### src/rtl/store_unit.sv
// Store unit: turns a converted store into one word-aligned req/ack bus write.
// Optional macro STORE_UNIT_SPLIT_EN performs stores that cross a word boundary as two beats.
module store_unit #(
    parameter int unsigned TIMEOUT = 255
) (
    input  logic        clock,
    input  logic        reset,
    input  logic        start,
    input  logic [31:0] ir,
    input  logic [31:0] addr,
    input  logic [31:0] wdata,
    output logic        busy,
    output logic        done,
    output logic        misalign,
    output logic        buserr,
    output logic        mem_req,
    output logic [31:0] mem_addr,
    output logic [31:0] mem_wrdata,
    output logic [3:0]  mem_wrbits,
    input  logic        mem_ack
);

    typedef enum logic [2:0] {
        S_IDLE,
        S_REQ,
        S_DONE,
        S_ERR
`ifdef STORE_UNIT_SPLIT_EN
        , S_GAP
        , S_REQ2
`endif
    } state_t;

    state_t      state_q, state_d;
    logic [31:0] cnt_q, cnt_d;
    logic [2:0]  size_q, size_d;
    logic [31:0] addr_q, addr_d;
    logic [31:0] wdata_q, wdata_d;
    logic        bus_q, bus_d;

    logic [3:0]  mask;
    logic [7:0]  m8;
    logic [31:0] rot;
    logic [31:0] word;
    logic        tmo;
    logic        start_mis;
    logic        unused_bits;

    assign unused_bits = ^{ir[31:15], ir[11:0], m8[7:4]};

    always_comb begin
        mask = 4'b1111;
        unique case (size_q)
            3'b000:  mask = 4'b0001;
            3'b001:  mask = 4'b0011;
            default: mask = 4'b1111;
        endcase
    end

    assign m8   = {4'b0000, mask} << addr_q[1:0];
    assign word = {addr_q[31:2], 2'b00};
    assign tmo  = (TIMEOUT != 0) && (cnt_q == TIMEOUT - 32'd1);

    // Checked on the live inputs so the first state after IDLE is already right.
    assign start_mis = ((ir[14:12] == 3'b001) && addr[0]) ||
                       ((ir[14:12] != 3'b000) && (ir[14:12] != 3'b001) &&
                        (addr[1:0] != 2'b00));

    always_comb begin
        rot = wdata_q;
        unique case (addr_q[1:0])
            2'd0: rot = wdata_q;
            2'd1: rot = {wdata_q[23:0], wdata_q[31:24]};
            2'd2: rot = {wdata_q[15:0], wdata_q[31:16]};
            2'd3: rot = {wdata_q[7:0],  wdata_q[31:8]};
        endcase
    end

    always_comb begin
        state_d = state_q;
        cnt_d   = cnt_q;
        size_d  = size_q;
        addr_d  = addr_q;
        wdata_d = wdata_q;
        bus_d   = bus_q;
        unique case (state_q)
            S_IDLE: begin
                if (start) begin
                    size_d  = ir[14:12];
                    addr_d  = addr;
                    wdata_d = wdata;
                    bus_d   = 1'b0;
                    cnt_d   = '0;
`ifdef STORE_UNIT_SPLIT_EN
                    state_d = S_REQ;
`else
                    state_d = start_mis ? S_ERR : S_REQ;
`endif
                end
            end
            S_REQ: begin
                if (mem_ack) begin
`ifdef STORE_UNIT_SPLIT_EN
                    state_d = (m8[7:4] != 4'b0000) ? S_GAP : S_DONE;
`else
                    state_d = S_DONE;
`endif
                end else if (tmo) begin
                    state_d = S_ERR;
                    bus_d   = 1'b1;
                end else begin
                    cnt_d = cnt_q + 32'd1;
                end
            end
`ifdef STORE_UNIT_SPLIT_EN
            S_GAP: begin
                cnt_d   = '0;
                state_d = S_REQ2;
            end
            S_REQ2: begin
                if (mem_ack) begin
                    state_d = S_DONE;
                end else if (tmo) begin
                    state_d = S_ERR;
                    bus_d   = 1'b1;
                end else begin
                    cnt_d = cnt_q + 32'd1;
                end
            end
`endif
            S_DONE:  state_d = S_IDLE;
            S_ERR:   state_d = S_IDLE;
            default: state_d = S_IDLE;
        endcase
    end

    always_ff @(posedge clock or negedge reset) begin
        if (!reset) begin
            state_q <= S_IDLE;
            cnt_q   <= '0;
            size_q  <= '0;
            addr_q  <= '0;
            wdata_q <= '0;
            bus_q   <= 1'b0;
        end else begin
            state_q <= state_d;
            cnt_q   <= cnt_d;
            size_q  <= size_d;
            addr_q  <= addr_d;
            wdata_q <= wdata_d;
            bus_q   <= bus_d;
        end
    end

    assign busy       = (state_q != S_IDLE);
    assign done       = (state_q == S_DONE) || (state_q == S_ERR);
    assign buserr     = (state_q == S_ERR) && bus_q;
    assign mem_wrdata = rot;

`ifdef STORE_UNIT_SPLIT_EN
    assign misalign   = 1'b0;
    assign mem_req    = (state_q == S_REQ) || (state_q == S_REQ2);
    assign mem_addr   = (state_q == S_REQ2) ? word + 32'd4 : word;
    assign mem_wrbits = (state_q == S_REQ)  ? m8[3:0] :
                        (state_q == S_REQ2) ? m8[7:4] : 4'b0000;
`else
    assign misalign   = (state_q == S_ERR) && !bus_q;
    assign mem_req    = (state_q == S_REQ);
    assign mem_addr   = word;
    assign mem_wrbits = (state_q == S_REQ) ? m8[3:0] : 4'b0000;
`endif

endmodule

### config.mk
export PLATFORM = sky130hd
export DESIGN_NAME = store_unit
export DESIGN_NICKNAME = d
export VERILOG_FILES = /design/src/rtl/store_unit.sv
export SDC_FILE = /design/constraint.sdc
export NUM_CORES = 1
export LEC_CHECK = 0
export BUFFER_PORTS_ARGS = -buffer_cell sky130_fd_sc_hd__buf_2
export CAP_MARGIN = 20
export CORE_UTILIZATION = 45
export CTS_CLUSTER_DIAMETER = 100
export DETAILED_ROUTE_END_ITERATION = 10
export PLACE_DENSITY = 0.68
export SLEW_MARGIN = 20
export SYNTH_ARGS = -nofsm -noshare
export SYNTH_HDL_FRONTEND = slang
export SYNTH_SLANG_ARGS = --single-unit
### constraint.sdc
create_clock -name clock -period 2.53 [get_ports clock]
set_input_delay 0.3795 -clock clock [delete_from_list [all_inputs] [get_ports clock]]
set_output_delay 0.3795 -clock clock [all_outputs]
set_load 0.005 [all_outputs]
==> results_dict.tcl <==
set metrics [dict create \
    yosys.area.top_type_share 0.448 \
    async_reset_ff_frac 1.00 \
    fin_crit_sh 0.884 \
    p_sw_frac 0.369 \
    worstSetupPathType "reg -> reg" \
    drt_iter0_drc 487 \
    p_clk_frac 0.198 \
    cts_resized 0 \
    htreeDepth 3 \
    grt_start_max_net_pins 46 \
    clk_pin_slew_ns 0.07 \
    io_pins 173 \
    layout-drive-gt1-share 0.313 \
    synth.area.top_cells "dfrtp_1 (45%), nand2_1 (15%), mux4_2 (13%), buf_4 (4.5%), a211o_1 (1.7%)" \
    yosys.area_share.xor_xnor 0 \
    ys_seq_area_frac 0.448 \
    synth_edf_count 0 \
    dieWidth_um 115 \
    fp.dieArea_mm2 0.0131 \
    gp_congestion 0.767 \
    num_rows 40 \
    p_int_mw 4.78 \
    area_growth_pct 17.0 \
    yosysUniqueCellTypes 51 \
    cts_hold_buf 0 \
    status "finished clean" \
    p_per_area_mw_per_mm2 1140 \
    wl_mm 13.1 \
    antenna_found_initial 0 \
    dpl.hpwl_mm 9.34 \
    cts_tree "done" \
    grt.overflow.total 0 \
    coreArea_mm2 0.0122 \
    yosys_warnings 0 \
    vias 4728 \
    cp_data_arrival_time_ns 2.47 \
    synth_top_family_by_area "simple AND/OR/NAND/NOR gates" \
    dr.pass1.iters 4 \
    clockBufferDepth 2 \
    cts-root-buf "clkbuf_16" \
    relSlewSlack 0.585 \
    die_y_um 115 \
    p_leak_nw 3.42 \
    remaining_drc_errors 0 \
    final_nets 800 \
    clock_sinks 102 \
    synth.largest_area_cell "dfrtp_1" \
    first_global_vias 4331 \
    synth_flop_cell "dfrtp_1" \
    fillerInstances 1119 \
    crit_fanout 27 \
    final_area_mm2 0.00667 \
    post_synth_instance_area_mm2 0.00570 \
    wire_per_inst_um 15.1 \
    yosys_register_bits 102 \
    yosys.area_share.simple 0.249 \
    via_per_inst 5.43 \
    worst_slew_pin_slew_ns 0.618 \
    start_util 0.469 \
    seq_power_share 0.361 \
    track_usage 0.212 \
    post_cts_buffers 0 \
    slew_violations 0 \
    p_switching_mw 2.79 \
    hp-class "in -> async" \
    vdd_ir_drop_max_uv 446 \
    avgSynthCellArea_um2 9.47 \
    rsz0062_at_grt "false" \
    maxCapViolations 0 \
    finalHoldViolCount 0 \
    end_kind "register" \
    ant_nets 0 \
    max_freq_ghz 0.447 \
    worstSetupStartpointType "register" \
    synth_compound_area_frac 0.0889 \
    diodes 0 \
    cts_buffers 9 \
    place_area_mm2 0.00635 \
    clock_latency_ns 0.35 \
    required_ns 2.76 \
    setup_viol 0 \
    portBuffers 141 \
    finalCriticalPeriod_ns 2.24 \
    combPwrFrac 0.441 \
    synth-adder-area-share 0.00439 \
    grt_first_pass_wirelength_mm 21.7 \
    syn_inst 602 \
    tns_ns 0 \
    muxShareOfSynthArea 0.128 \
    clock_skew_ns 0.0120 \
]
## power by group through the flow
| stage | registers (mW) | clock network (mW) | logic [mW] |
|---|---|---|---|
| 5_1_grt | 2.84 | 1.61 | 3.74 |
| 3_5_place_dp | 2.76 | 0 | 3.40 |
| 3_3_place_gp | 2.70 | 0 | 3.33 |
| 4_1_cts | 2.73 | 1.55 | 3.41 |
| 6_report | 2.74 | 1.50 | 3.34 |
| 2_1_floorplan | 2.55 | 0 | 2.51 |
## cells in the final DEF, fill, tap and decap left out, types with 3 or more instances in the layout
cell       instances
nor3_1            13
and3_2             3
mux4_2            32
nor4_1             7
a211o_1           11
nand2b_1           3
nor2_1            15
clkbuf_16          9
nand4_1           12
nand2_1          222
o21ai_1            4
a41oi_1            5
buf_12             4
and3_1             9
buf_4             11
inv_1              6
a21oi_1           11
o21ai_0            9
o21a_1             3
buf_2            140
dfrtp_1          100
a31oi_1           12
nand3_1           15
and4_1             4
## path summary, 6_finish.rpt
kind,startpoint,to,slack (ns),cells past startpoint
setup / recovery,cnt_q[18]$_DFFE_PN0P_,cnt_q[11]$_DFFE_PN0P_,0.29,5
hold / removal,reset,addr_q[31]$_DFFE_PN0P_,0.02,1
setup reg to reg,cnt_q[18]$_DFFE_PN0P_,cnt_q[11]$_DFFE_PN0P_,0.29,5
hold reg to reg,addr_q[11]$_DFFE_PN0P_,addr_q[11]$_DFFE_PN0P_,0.47,2
max in group asynchronous,reset,addr_q[21]$_DFFE_PN0P_,1.79,2
min in group clock,addr[28],addr_q[28]$_DFFE_PN0P_,0.21,3
## area by class of cell
class,count,area [µm²],area share
timing repair buffer,155,863,0.129
inverter,6,22.5,0.00338
sequential,102,2550,0.383
clock inverter,7,96.3,0.0144
tap,168,210,0.0315
multi-input combinational,424,2700,0.404
clock buffer,9,225,0.0338
## layer usage
metal  global-route usage  wire [µm]  up-vias
li1                     -          -     2268
met1                0.281       5740     2313
met2                0.351       6480      135
met3               0.0513        774       12
met4               0.0502        144        0
met5                    0          0        -
## sequential cells by signal, indices dropped and copies added (netlist names)
register	cells
size_q	3
bus_q	1
cnt_q	32
state_q	2
wdata_q	32
addr_q	32
## cell families (layout without fill, tap and decap cells)
| group | Yosys count | count (layout) |
|---|---|---|
| compound gates | 70 | 70 |
| fa+ha+maj | 2 | 2 |
| buf+inv | 77 | 177 |
| flops | 102 | 102 |
| mux | 33 | 33 |
| other cells | 1 | 2 |
| simple gates | 317 | 317 |
## synth_stat cells (2+ instances only)
| master | n |
|---|---|
| a22o_1 | 2 |
| ha_1 | 2 |
| buf_6 | 5 |
| a211o_1 | 11 |
| o21ai_1 | 4 |
| buf_2 | 5 |
| o211a_1 | 2 |
| inv_1 | 6 |
| and3_2 | 3 |
| buf_1 | 3 |
| nor3_1 | 13 |
| nand3_1 | 15 |
| a41oi_1 | 5 |
| o22ai_1 | 2 |
| and4_1 | 4 |
| mux4_2 | 32 |
| nor4_2 | 2 |
| and3_1 | 9 |
| o21ai_0 | 9 |
| nand2b_1 | 3 |
| o21a_1 | 3 |
| buf_4 | 34 |
| a21oi_1 | 11 |
| a31oi_1 | 12 |
| nor2_1 | 16 |
| or4_1 | 2 |
| nor4_1 | 7 |
| dfrtp_1 | 102 |
| nand2_1 | 222 |
| nand4_1 | 12 |
| or2_2 | 2 |
| clkbuf_1 | 23 |
## stage by stage
stage | util | power (mW) | hold WS (ns) | instances | setup WS, ns
floorplan | - | 5.06 | 0.0839 | 603 | 0.571
global placement | 0.522 | 6.03 | 0.418 | 855 | 0.334
detailed placement | 0.522 | 6.15 | 0.420 | 855 | 0.307
CTS | 0.548 | 7.68 | 0.0391 | 871 | 0.278
global route | 0.548 | 8.19 | 0.0575 | 871 | 0.210
finish | 0.548 | 7.58 | 0.0225 | 871 | 0.293
## critical path, cell delays in order (launching register included)
cell and delay (ns):
dfrtp_1 0.43, nor4_1 0.35, nand4_1 0.30, o31a_4 0.56
and3_1 0.21, a211o_1 0.26
Power figures use the tool's default switching activity.
